<file path="src/rtl/sudoku_grid_reader.sv">
// -----------------------------------------------------------------------------
// sudoku_grid_reader
//
// Read-out engine for the Sudoku grid store. A start pulse walks every cell in
// row-major order: each cell is fetched over the store's one-cycle-latency read
// port, captured, and then presented as one beat on a valid/ready stream tagged
// with its row, column and an end-of-dump flag.
//
// Optional feature (compile-time macro SUDOKU_READER_CKSUM_EN):
//   When defined, one extra beat follows the last cell. It carries the XOR of
//   all accepted cell values, with out_cksum=1 and out_last=1. When undefined,
//   the checksum state and register do not exist, out_cksum is tied low and
//   out_last marks the last cell.
//
// Parameters
//   GRID_N    grid side length (2..15)
//   CELL_W    cell value width in bits
//
// Ports
//   clk        clock
//   rst_n      asynchronous active-low reset
//   start      request a dump; honoured only when idle or done
//   abort      synchronous abort back to idle; beats in flight are dropped
//   rd_en      read strobe to the grid store
//   rd_row     read row address (valid with rd_en)
//   rd_col     read column address (valid with rd_en)
//   rd_data    cell value from the store, valid the cycle after rd_en
//   out_valid  stream beat valid
//   out_ready  stream sink ready
//   out_data   cell value, or checksum on the checksum beat
//   out_row    row of the current beat
//   out_col    column of the current beat
//   out_last   final beat of the dump
//   out_cksum  current beat is the checksum beat
//   busy       dump in progress
//   done       sticky completion flag, cleared by start, abort or reset
// -----------------------------------------------------------------------------
module sudoku_grid_reader #(
    parameter int unsigned GRID_N = 9,
    parameter int unsigned CELL_W = 4
) (
    input  logic              clk,
    input  logic              rst_n,
    input  logic              start,
    input  logic              abort,
    output logic              rd_en,
    output logic [3:0]        rd_row,
    output logic [3:0]        rd_col,
    input  logic [CELL_W-1:0] rd_data,
    output logic              out_valid,
    input  logic              out_ready,
    output logic [CELL_W-1:0] out_data,
    output logic [3:0]        out_row,
    output logic [3:0]        out_col,
    output logic              out_last,
    output logic              out_cksum,
    output logic              busy,
    output logic              done
);

    // Highest legal counter value; counters wrap here and never reach GRID_N.
    localparam logic [3:0] LastIdx = 4'(GRID_N - 1);

`ifdef SUDOKU_READER_CKSUM_EN
    typedef enum logic [2:0] {
        StIdle,
        StFetch,
        StLoad,
        StPresent,
        StCksum,
        StDone
    } state_e;
`else
    typedef enum logic [2:0] {
        StIdle,
        StFetch,
        StLoad,
        StPresent,
        StDone
    } state_e;
`endif

    state_e state_q, state_d;

    logic [3:0]        row_q, col_q;
    logic [3:0]        row_d, col_d;
    logic [CELL_W-1:0] out_data_q;
    logic [3:0]        out_row_q, out_col_q;
    logic              out_last_q;
    logic              done_q;
    logic              last_cell;

`ifdef SUDOKU_READER_CKSUM_EN
    logic [CELL_W-1:0] cksum_q;
`endif

    // Counters point at the bottom-right cell.
    assign last_cell = (row_q == LastIdx) && (col_q == LastIdx);

    // -------------------------------------------------------------------------
    // FSM: state register
    // -------------------------------------------------------------------------
    always_ff @(posedge clk or negedge rst_n) begin
        if (!rst_n) begin
            state_q <= StIdle;
        end else begin
            state_q <= state_d;
        end
    end

    // -------------------------------------------------------------------------
    // FSM: next-state logic; abort overrides everything
    // -------------------------------------------------------------------------
    always_comb begin
        state_d = state_q;
        if (abort) begin
            state_d = StIdle;
        end else begin
            case (state_q)
                StIdle, StDone: begin
                    if (start) begin
                        state_d = StFetch;
                    end
                end
                StFetch: state_d = StLoad;
                StLoad:  state_d = StPresent;
                StPresent: begin
                    if (out_ready) begin
                        if (last_cell) begin
`ifdef SUDOKU_READER_CKSUM_EN
                            state_d = StCksum;
`else
                            state_d = StDone;
`endif
                        end else begin
                            state_d = StFetch;
                        end
                    end
                end
`ifdef SUDOKU_READER_CKSUM_EN
                StCksum: begin
                    if (out_ready) begin
                        state_d = StDone;
                    end
                end
`endif
                default: state_d = StIdle;
            endcase
        end
    end

    // -------------------------------------------------------------------------
    // FSM: outputs decoded from the current state
    // -------------------------------------------------------------------------
    always_comb begin
        rd_en     = (state_q == StFetch);
        busy      = (state_q != StIdle) && (state_q != StDone);
`ifdef SUDOKU_READER_CKSUM_EN
        out_valid = (state_q == StPresent) || (state_q == StCksum);
        out_cksum = (state_q == StCksum);
`else
        out_valid = (state_q == StPresent);
        out_cksum = 1'b0;
`endif
    end

    // -------------------------------------------------------------------------
    // Row-major cell counter advance
    // -------------------------------------------------------------------------
    always_comb begin
        row_d = row_q;
        col_d = col_q;
        if (col_q == LastIdx) begin
            col_d = 4'd0;
            row_d = (row_q == LastIdx) ? 4'd0 : row_q + 4'd1;
        end else begin
            col_d = col_q + 4'd1;
        end
    end

    // -------------------------------------------------------------------------
    // Datapath registers
    // -------------------------------------------------------------------------
    always_ff @(posedge clk or negedge rst_n) begin
        if (!rst_n) begin
            row_q      <= 4'd0;
            col_q      <= 4'd0;
            out_data_q <= '0;
            out_row_q  <= 4'd0;
            out_col_q  <= 4'd0;
            out_last_q <= 1'b0;
            done_q     <= 1'b0;
`ifdef SUDOKU_READER_CKSUM_EN
            cksum_q    <= '0;
`endif
        end else begin
            // Sticky while parked in DONE; start, abort and reset all leave it.
            done_q <= (state_d == StDone);
            if (abort) begin
                out_last_q <= 1'b0;
            end else begin
                case (state_q)
                    StIdle, StDone: begin
                        if (start) begin
                            row_q      <= 4'd0;
                            col_q      <= 4'd0;
                            out_last_q <= 1'b0;
`ifdef SUDOKU_READER_CKSUM_EN
                            cksum_q    <= '0;
`endif
                        end
                    end
                    StLoad: begin
                        out_data_q <= rd_data;
                        out_row_q  <= row_q;
                        out_col_q  <= col_q;
`ifdef SUDOKU_READER_CKSUM_EN
                        out_last_q <= 1'b0;
`else
                        out_last_q <= last_cell;
`endif
                    end
                    StPresent: begin
                        if (out_ready) begin
                            row_q <= row_d;
                            col_q <= col_d;
`ifdef SUDOKU_READER_CKSUM_EN
                            cksum_q <= cksum_q ^ out_data_q;
                            // Checksum beat reuses the held row/col of the last cell.
                            if (last_cell) begin
                                out_data_q <= cksum_q ^ out_data_q;
                                out_last_q <= 1'b1;
                            end
`endif
                        end
                    end
                    default: ;
                endcase
            end
        end
    end

    assign rd_row   = row_q;
    assign rd_col   = col_q;
    assign out_data = out_data_q;
    assign out_row  = out_row_q;
    assign out_col  = out_col_q;
    assign out_last = out_last_q;
    assign done     = done_q;

endmodule

</file>
<file path="config.mk">
export PLATFORM = sky130hd
export DESIGN_NAME = sudoku_grid_reader
export DESIGN_NICKNAME = d
export VERILOG_FILES = /design/src/rtl/sudoku_grid_reader.sv
export SDC_FILE = /design/constraint.sdc
export NUM_CORES = 1
export LEC_CHECK = 0
export CORE_MARGIN = 1
export CORE_UTILIZATION = 31
export DETAILED_ROUTE_END_ITERATION = 10
export SLEW_MARGIN = 15
export SYNTH_ARGS = -nofsm -noshare
export SYNTH_HDL_FRONTEND = slang
export SYNTH_SLANG_ARGS = --single-unit
</file>
<file path="constraint.sdc">
create_clock -name clk -period 2.1 [get_ports clk]
set_clock_uncertainty 0.2 [all_clocks]
set_input_delay 0.42 -clock clk [delete_from_list [all_inputs] [get_ports clk]]
set_output_delay 0.42 -clock clk [all_outputs]
set_load 0.02 [all_outputs]
</file>
==> qor.txt, run 1 <==
Area after DPL = 1700 um^2
Initial Util = 0.327
Area leader, netlist = dfrtp_1
Crit path DAT = 1410 ps
Crit share post-route = 0.966
Die width = 64.6 um
Critical Path Source = state_q[0]
Fin. max-slew vios = 0
FP Rows = 22
Vias in the first global route = 1027
Clock root buffer = clkbuf_8
Worst-path clk slew = 90 ps
Unrepaired setup endpoints after global routing = no
Final #Nets = 172
Clock Path Buffers = 2
Peak supply drop = 0.396 mV
Distinct cells, synth = 36
#FFs+latches synth = 25
N_diodes = 0
Initial antenna violation count = 0
Synth Flop Type = dfrtp_1
Synth area leaders = dfrtp_1 (51%), mux2_2 (11%), ha_1 (4.1%)
Final min period = 2030 ps
Drc violations = 0
# Max-Cap Violations = 0
Die area = 4170 um^2
Post-synthesis area per instance = 10.9 um^2
Cell area after synthesis = 1210 um^2
Yosys warnings = 0
Syn_nets = 124
Post-Route WL = 2.89 mm
DR vias/cell = 4.90
Boundary pin count = 35
Die H = 64.6 um
Iter 0 DRT Violations = 14
Worst setup SP type = register
CTS tree = done
Highest Clock Rate = 493 MHz
Final hold slack = 300 ps
Via count = 1010
Status = complete, no violations
Largest net degree at the start of global routing = 26
Critical Path RT = 1480 ps
Final hold violations = 0
ANT nets after route = 0
Critical Path, Cell by Cell = or2_2 > dlygate4sd2_1
Fillers = 369
Worst min path class = primary input to async pin
Post-synthesis cell count = 111
Port Buf Inserts = 33
Setup WS pre-CTS = -353 ps
Hpwl dp = 2.13 mm
Pleak = 0.784 nW
Sequential share of the synthesized area = 0.515
Peak fanout along the critical path = 8
Share of the synthesized area in the top cell type = 0.515
PnR worst setup slack = 71.6 ps
Tot Pwr = 1.29 mW
Worst Path Buf+Inv = 1
CP max stage delay = 470 ps
Worst skew pair latency = 280 ps
Synth cell count leaders = dfrtp_1 (25), mux2_2 (12), nand2_1 (10)
CP Class = register to output pin
First-pass DRT Iterations = 4
Post-synth EDFFs = 0
Worst r2r src = state_q[0]
Grt ovf = 0
Global-route wire length before repair = 4.80 mm
Fraction of registers with async set/reset = 1.00
Area grow syn2layout = 44.2%
GRT Total Usage = 0.149
Endpoint type of the worst setup path = output pin
TritonCTS buffer count = 3
H-tree levels = 1
Finished Cell Area = 1750 um^2
Setup violators final = 0
Layout cells sized above 1 = 0.222
Count leader, synth = dfrtp_1
Placer Congestion = 0.752
Core Region = 3720 um^2
Clock sink count = 25
Largest delay share family, worst path = flip-flops
Pwr dens = 737 nW/um^2
CP max stage cell = dfrtp_2
WL per Instance = 14.0 um
flip-flops by register name (all words and copies together) (netlist names):
name      flops
out_col       4
out_data      4
out_row       4
rd_col        4
rd_row        4
state_q       3
done          1
out_last      1
area by class of cell:
class                           instances  area (um^2)  area share
Multi-Input combinational cell         76          553       0.316
Tap cell                               48         60.1      0.0343
Inverter                                7         26.3      0.0150
Sequential cell                        25          627       0.358
Clock buffer                            3         41.3      0.0236
Timing Repair Buffer                   46          439       0.251
Clock inverter                          1         5.00     0.00286
per-layer routing:
metal / part of all wire / GRT usage / up-vias
met5: 0 / 0 / -
met4: 0.016 / 0.0583 / 0
met3: 0.049 / 0.0352 / 5
met2: 0.49 / 0.254 / 25
met1: 0.45 / 0.182 / 496
li1: - / - / 484
timing repair:
| action | 4_1_cts | 5_1_grt |
|---|---|---|
| hold buffers | 0 | 0 |
| gates resized for setup | 4 | 2 |
| endpoints found under the setup margin | 4 | 3 |
| pin swaps | 2 | 2 |
| setup buffers | 0 | 1 |
per-stage QoR:
stage,cells,util,setup TNS [ps]
final,206,0.471,0
after floorplan,111,-,0
after CTS,205,0.468,0
after detailed placement,201,0.457,-1580
after global routing,206,0.471,0
after global placement,201,0.457,-1320
where the power goes:
| part | total, mW | internal [mW] | switching, mW |
|---|---|---|---|
| clock | 0.298 | 0.133 | 0.165 |
| sequential | 0.589 | 0.545 | 0.0433 |
| combinational | 0.404 | 0.213 | 0.191 |
| total | 1.29 | 0.892 | 0.399 |
cell families after synthesis:
kind of cell,share of synthesized area
buffers and inverters,0.0350
multiplexers,0.119
adder cells (fa/ha/maj),0.0412
flip-flops,0.515
AO/OA/AOI/OAI,0.140
AND/OR/NAND/NOR,0.146
other,0.00309
worst paths after layout:
kind | to | slack, ps | cells after the start
min in group clk | out_row[2] | 320 | 1
max in group asynchronous | state_q[0] | 1130 | 2
worst min-delay path | out_col[3] | 300 | 2
worst max register to register | rd_row[3] | 110 | 4
worst max-delay path | busy | 70 | 2
worst min register to register | out_row[2] | 320 | 1
cell usage in the layout, fill, tap and decap left out, types with 6 or more instances in the layout:
cell and instances:
buf_4 12, o21ai_0 6, clkdlybuf4s50_1 29, mux2_2 12
nand2_1 10, a21oi_1 6, inv_1 6, dfrtp_1 24
Note: power is estimated with default switching activity, not from simulation.
==> run 2, diff against run 1 <==
--- a/config.mk
+++ b/config.mk
@@ -5,9 +5,12 @@
 export SDC_FILE = /design/constraint.sdc
 export NUM_CORES = 1
 export LEC_CHECK = 0
+export CELL_PAD_IN_SITES_DETAIL_PLACEMENT = 0
+export CELL_PAD_IN_SITES_GLOBAL_PLACEMENT = 1
 export CORE_MARGIN = 1
 export CORE_UTILIZATION = 31
 export DETAILED_ROUTE_END_ITERATION = 10
+export PLACE_DENSITY_LB_ADDON = 0.1
 export SLEW_MARGIN = 15
 export SYNTH_ARGS = -nofsm -noshare
 export SYNTH_HDL_FRONTEND = slang
==> run 2 against run 1 <==
  * Worst hold slack gained 12 ps
  * Sequential share of layout area shrank 0.30 points
  * Non-clock buffer count up 1
  * Register-to-register slack barely moved
  * Utilization grew 0.40 points
  * Clock-buffer cell count is the same
  * Cell count rose by 0.49%
  * Via count fell by 0.59%
  * Design area increased by 0.86%
  * Critical path depth unchanged
  * Power shrank 1.0%
  * Critical path type unchanged
  * Largest power group unchanged
==> qor.txt, run 2 (same netlist as run 1, synthesis figures left out) <==
Initial Util = 0.327 (unchanged)
Drc violations = 0 (unchanged)
Die H = 64.6 um (unchanged)
Layout cells sized above 1 = 0.233 (was 0.222)
Largest net degree at the start of global routing = 26 (unchanged)
Worst-path clk slew = 90 ps (about the same)
Fillers = 381 (was 369)
Highest Clock Rate = 499 MHz (was 493 MHz)
Peak fanout along the critical path = 8 (unchanged)
Crit path DAT = 1380 ps (was 1410 ps)
TritonCTS buffer count = 3 (unchanged)
Commonest cells after routing, fill and taps aside = clkdlybuf4s50_1 (28), dfrtp_1 (24), buf_4 (13), mux2_2 (12), nand2_1 (10) (was clkdlybuf4s50_1 (29), dfrtp_1 (24), mux2_2 (12), buf_4 (12), nand2_1 (10))
Port Buf Inserts = 33 (unchanged)
Iter 0 DRT Violations = 48 (was 14)
Clock root buffer = clkbuf_8 (unchanged)
Via count = 1004 (was 1010)
Final hold violations = 0 (unchanged)
CTS Hold Buffers Added = 0 (unchanged)
Pwr dens = 723 nW/um^2 (was 737 nW/um^2)
Boundary pin count = 35 (unchanged)
Placer Congestion = 0.776 (was 0.752)
Clock Path Buffers = 2 (unchanged)
CTS tree = done (unchanged)
Status = complete, no violations (unchanged)
First-pass DRT Iterations = 4 (unchanged)
DR vias/cell = 4.85 (was 4.90)
Crit share post-route = 0.955 (was 0.966)
Commonest non-fill, non-tap cell in the layout = clkdlybuf4s50_1 (unchanged)
Fin. max-slew vios = 0 (unchanged)
H-tree levels = 1 (unchanged)
WL per Instance = 13.0 um (was 14.0 um)
Unrepaired setup endpoints after global routing = no (unchanged)
Worst min path class = primary input to async pin (unchanged)
Grt ovf = 0 (unchanged)
Peak supply drop = 0.468 mV (was 0.396 mV)
FF-to-FF path depth = 4 (unchanged)
Critical Path RT = 1480 ps (about the same)
Hpwl dp = 1.98 mm (was 2.13 mm)
Area grow syn2layout = 45.4% (was 44.2%)
Die width = 64.6 um (unchanged)
Area of the multi-input gates = 558 um^2 (was 553 um^2)
Core Region = 3720 um^2 (unchanged)
Clock sink count = 25 (unchanged)
Global-route wire length before repair = 4.53 mm (was 4.80 mm)
Endpoint type of the worst setup path = output pin (unchanged)
Post-route insts no fill = 207 (was 206)
Post-Route WL = 2.70 mm (was 2.89 mm)
Final min period = 2000 ps (was 2030 ps)
Setup violators final = 0 (unchanged)
Final #Nets = 173 (was 172)
GRT Total Usage = 0.143 (was 0.149)
Tot Pwr = 1.28 mW (was 1.29 mW)
Worst setup SP type = register (unchanged)
Vias in the first global route = 988 (was 1027)
ANT nets after route = 0 (unchanged)
Cells after DPL = 202 (was 201)
Register area = 627 um^2 (unchanged)
Worst skew pair latency = 260 ps (was 280 ps)
CP Class = register to output pin (unchanged)
Initial antenna violation count = 0 (unchanged)
Pleak = 0.806 nW (was 0.784 nW)
Die area = 4170 um^2 (unchanged)
FP Rows = 22 (unchanged)
N_diodes = 0 (unchanged)
# Max-Cap Violations = 0 (unchanged)
run 2: worst paths after layout:
| path | startpoint | endpoint | slack [ps] |
|---|---|---|---|
| worst max-delay path | state_q[0] | busy | 100 |
| worst min register to register | out_col[3] | out_col[3] | 310 |
| min in group clk | out_col[3] | out_col[3] | 310 |
| worst max register to register | state_q[0] | rd_row[3] | 120 |
| max in group asynchronous | rst_n | state_q[0] | 1130 |
| worst min-delay path | rst_n | done | 310 |
run 2: where the power goes:
group / internal, mW / switching (mW) / total, mW
clock: 0.132 / 0.149 / 0.281
combinational: 0.215 / 0.191 / 0.406
sequential: 0.545 / 0.0443 / 0.590
total: 0.893 / 0.384 / 1.28
run 2: worst max-delay path, stage by stage (launching register included):
cell,delay (ps)
dfrtp_2,470
or2_2,330
dlygate4sd2_1,330
run 2: cell type report:
type	count	share of cell area
tap	48	0.0340
timing repair buffer	47	0.254
clock buffer	3	0.0234
sequential	25	0.355
clock inverter	1	0.00283
multi-input combinational	76	0.316
inverter	7	0.0149
run 2: metal layers:
layer  up-vias  wire length (um)  share of wire  global-route usage
met1       493              1270           0.47               0.189
met3         2                80          0.030              0.0282
li1        490                 -              -                   -
met5         -                 0              0                   0
met2        19              1320           0.49               0.230
met4         0                19         0.0070              0.0500
run 2: what timing repair did:
item	CTS	global route
pin swaps	2	2
gates cloned	0	0
buffers inserted	0	1
endpoints found under the setup margin	5	4
resized for setup	4	6
run 2: metrics by stage:
step / hold WS, ps / utilization / worst slack [ps] / TNS, ps / area, um^2
2_1_floorplan: -75.6 / - / 177 / 0 / 1210
3_3_place_gp: 289 / 0.459 / -287 / -1150 / 1700
6_report: 312 / 0.475 / 95.1 / 0 / 1770
4_1_cts: 321 / 0.470 / 16.5 / 0 / 1750
3_5_place_dp: 299 / 0.459 / -325 / -1320 / 1700
5_1_grt: 330 / 0.475 / 31.8 / 0 / 1770
==> run 3, diff against run 2 <==
--- a/config.mk
+++ b/config.mk
@@ -9,8 +9,9 @@
 export CELL_PAD_IN_SITES_GLOBAL_PLACEMENT = 1
 export CORE_MARGIN = 1
 export CORE_UTILIZATION = 31
+export CTS_CLUSTER_SIZE = 20
 export DETAILED_ROUTE_END_ITERATION = 10
-export PLACE_DENSITY_LB_ADDON = 0.1
+export PLACE_DENSITY = 0.77
 export SLEW_MARGIN = 15
 export SYNTH_ARGS = -nofsm -noshare
 export SYNTH_HDL_FRONTEND = slang
==> run 3 against run 2 <==
  * Highest routed layer unchanged
  * First-iteration DRC count fell by 44%
  * Cell count down 0.97%
  * Worst hold slack worse by 8.9 ps
  * Die area is the same
  * Routed wire length grew 4.9%
  * Design area fell by 2.1%
  * Sequential power rose by 0.7%
  * Sequential share of layout area grew 0.77 points
  * Critical path depth rose by 3
  * Via count is 2.8% higher
  * Clock power rose by 6%
==> qor.txt, run 3 (same netlist as run 1, synthesis figures left out) <==
N_diodes = 0 (unchanged)
Setup violators final = 0 (unchanged)
Initial antenna violation count = 0 (unchanged)
Clock root buffer = clkbuf_8 (unchanged)
Crit share post-route = 0.994 (was 0.955)
R2R setup slack = 130 ps (was 120 ps)
Boundary pin count = 35 (unchanged)
Placer Congestion = 0.782 (was 0.776)
FP Rows = 22 (unchanged)
ANT nets after route = 0 (unchanged)
Iter 0 DRT Violations = 27 (was 48)
Pleak = 0.767 nW (was 0.806 nW)
Drc violations = 0 (unchanged)
Global-route wire length before repair = 4.80 mm (was 4.53 mm)
Fillers = 365 (was 381)
Pwr dens = 746 nW/um^2 (was 723 nW/um^2)
Peak supply drop = 0.536 mV (was 0.468 mV)
Port Buf Inserts = 33 (unchanged)
Status = complete, no violations (unchanged)
Largest net degree at the start of global routing = 26 (unchanged)
Core Region = 3720 um^2 (unchanged)
Final min period = 2090 ps (was 2000 ps)
Post-Route WL = 2.83 mm (was 2.70 mm)
Critical Path RT = 2110 ps (was 1480 ps)
Worst r2r dst = rd_row[3] (unchanged)
Worst skew pair latency = 280 ps (was 260 ps)
Final TNS setup = 0 ps (unchanged)
H-tree levels = 1 (unchanged)
Endpoint type of the worst setup path = register (was output pin)
Setup repair bufs after CTS = 0 (unchanged)
Highest Clock Rate = 479 MHz (was 499 MHz)
TritonCTS buffer count = 3 (unchanged)
FF-to-FF path depth = 6 (was 4)
Initial Util = 0.327 (unchanged)
Worst r2r src = rd_col[0] (was state_q[0])
Worst min path class = primary input to async pin (unchanged)
CTS Hold Buffers Added = 0 (unchanged)
Peak fanout along the critical path = 5 (was 8)
Die width = 64.6 um (unchanged)
WL per Instance = 13.8 um (was 13.0 um)
Vias in the first global route = 1055 (was 988)
Crit path DAT = 2090 ps (was 1380 ps)
Via count = 1032 (was 1004)
CP Class = primary input to register (was register to output pin)
Layout cells sized above 1 = 0.217 (was 0.233)
Final #Nets = 171 (was 173)
Grt ovf = 0 (unchanged)
Post-route insts no fill = 205 (was 207)
Worst-path clk slew = 100 ps (was 90 ps)
Area grow syn2layout = 42.3% (was 45.4%)
First-pass DRT Iterations = 4 (unchanged)
GRT Total Usage = 0.148 (was 0.143)
CTS tree = done (unchanged)
Worst setup SP type = primary input (was register)
Commonest cells after routing, fill and taps aside = clkdlybuf4s50_1 (30), dfrtp_1 (24), mux2_2 (12), buf_4 (12), nand2_1 (10) (was clkdlybuf4s50_1 (28), dfrtp_1 (24), buf_4 (13), mux2_2 (12), nand2_1 (10))
Die area = 4170 um^2 (unchanged)
Commonest non-fill, non-tap cell in the layout = clkdlybuf4s50_1 (unchanged)
DR vias/cell = 5.03 (was 4.85)
Die H = 64.6 um (unchanged)
Final hold violations = 0 (unchanged)
Hpwl dp = 2.07 mm (was 1.98 mm)
Clock Path Buffers = 2 (unchanged)
Unrepaired setup endpoints after global routing = no (unchanged)
Cells after DPL = 201 (was 202)
# Max-Cap Violations = 0 (unchanged)
Clock sink count = 25 (unchanged)
Fin. max-slew vios = 0 (unchanged)
-- run 3: cell types whose count changed in the layout (fill, tap and decap cells not counted), sizes merged --
cell	change
buf	-2
clkdlybuf4s50	+2
dlymetal6s2s	-2
-- run 3: worst max-delay path: stages --
cell	delay [ps]
clkdlybuf4s50_1	490
or3b_4	390
a221o_1	390
o31a_1	300
o21ai_2	100
-- run 3: final cells by class --
type	instances	area, um^2	area share
sequential	25	627	0.363
multi-input combinational	76	553	0.320
timing repair buffer	45	417	0.241
tap	48	60.1	0.0347
clock buffer	3	41.3	0.0239
inverter	7	26.3	0.0152
clock inverter	1	5.00	0.00289
-- run 3: repair_timing --
item | in CTS | in global routing
pin swaps | 0 | 0
setup endpoints to repair | 3 | 1
resized for setup | 4 | 1
-- run 3: layer usage --
layer | routed length, um | vias to the layer above | share of wire | GRT usage
met5 | 0 | - | 0 | 0
met4 | 31 | 0 | 0.011 | 0.0417
met3 | 125 | 5 | 0.044 | 0.0335
met2 | 1420 | 30 | 0.50 | 0.251
met1 | 1250 | 512 | 0.44 | 0.188
li1 | - | 485 | - | -
-- run 3: worst max-delay path by stage --
| stage | from | endpoint | slack, ps | depth (start not counted) |
|---|---|---|---|---|
| floorplan | rd_col[0] | rd_row[3] | 180 | 6 |
| global placement | start | rd_row[3] | -240 | 5 |
| detailed placement | start | rd_row[3] | -270 | 5 |
| CTS | start | rd_row[3] | 20 | 5 |
| global route | start | rd_col[3] | 8 | 6 |
| finish | start | rd_row[3] | 10 | 5 |
-- run 3: where the power goes --
part           total [mW]  internal [mW]  leakage [nW]  switching [mW]
sequential          0.594          0.546         0.337          0.0483
combinational       0.398          0.208         0.404           0.191
clock               0.298          0.133        0.0255           0.165
-- run 3: through the flow --
stage          setup slack [ps]  power, mW  hold slack (ps)   util  area [um^2]
4_1_cts                    20.3       1.30              317  0.465         1730
6_report                   13.1       1.29              304  0.465         1730
2_1_floorplan               177      0.795            -75.6      -         1210
3_5_place_dp               -270       1.01              296  0.453         1680
5_1_grt                    7.67       1.35              327  0.465         1730
3_3_place_gp               -244      0.996              291  0.453         1680
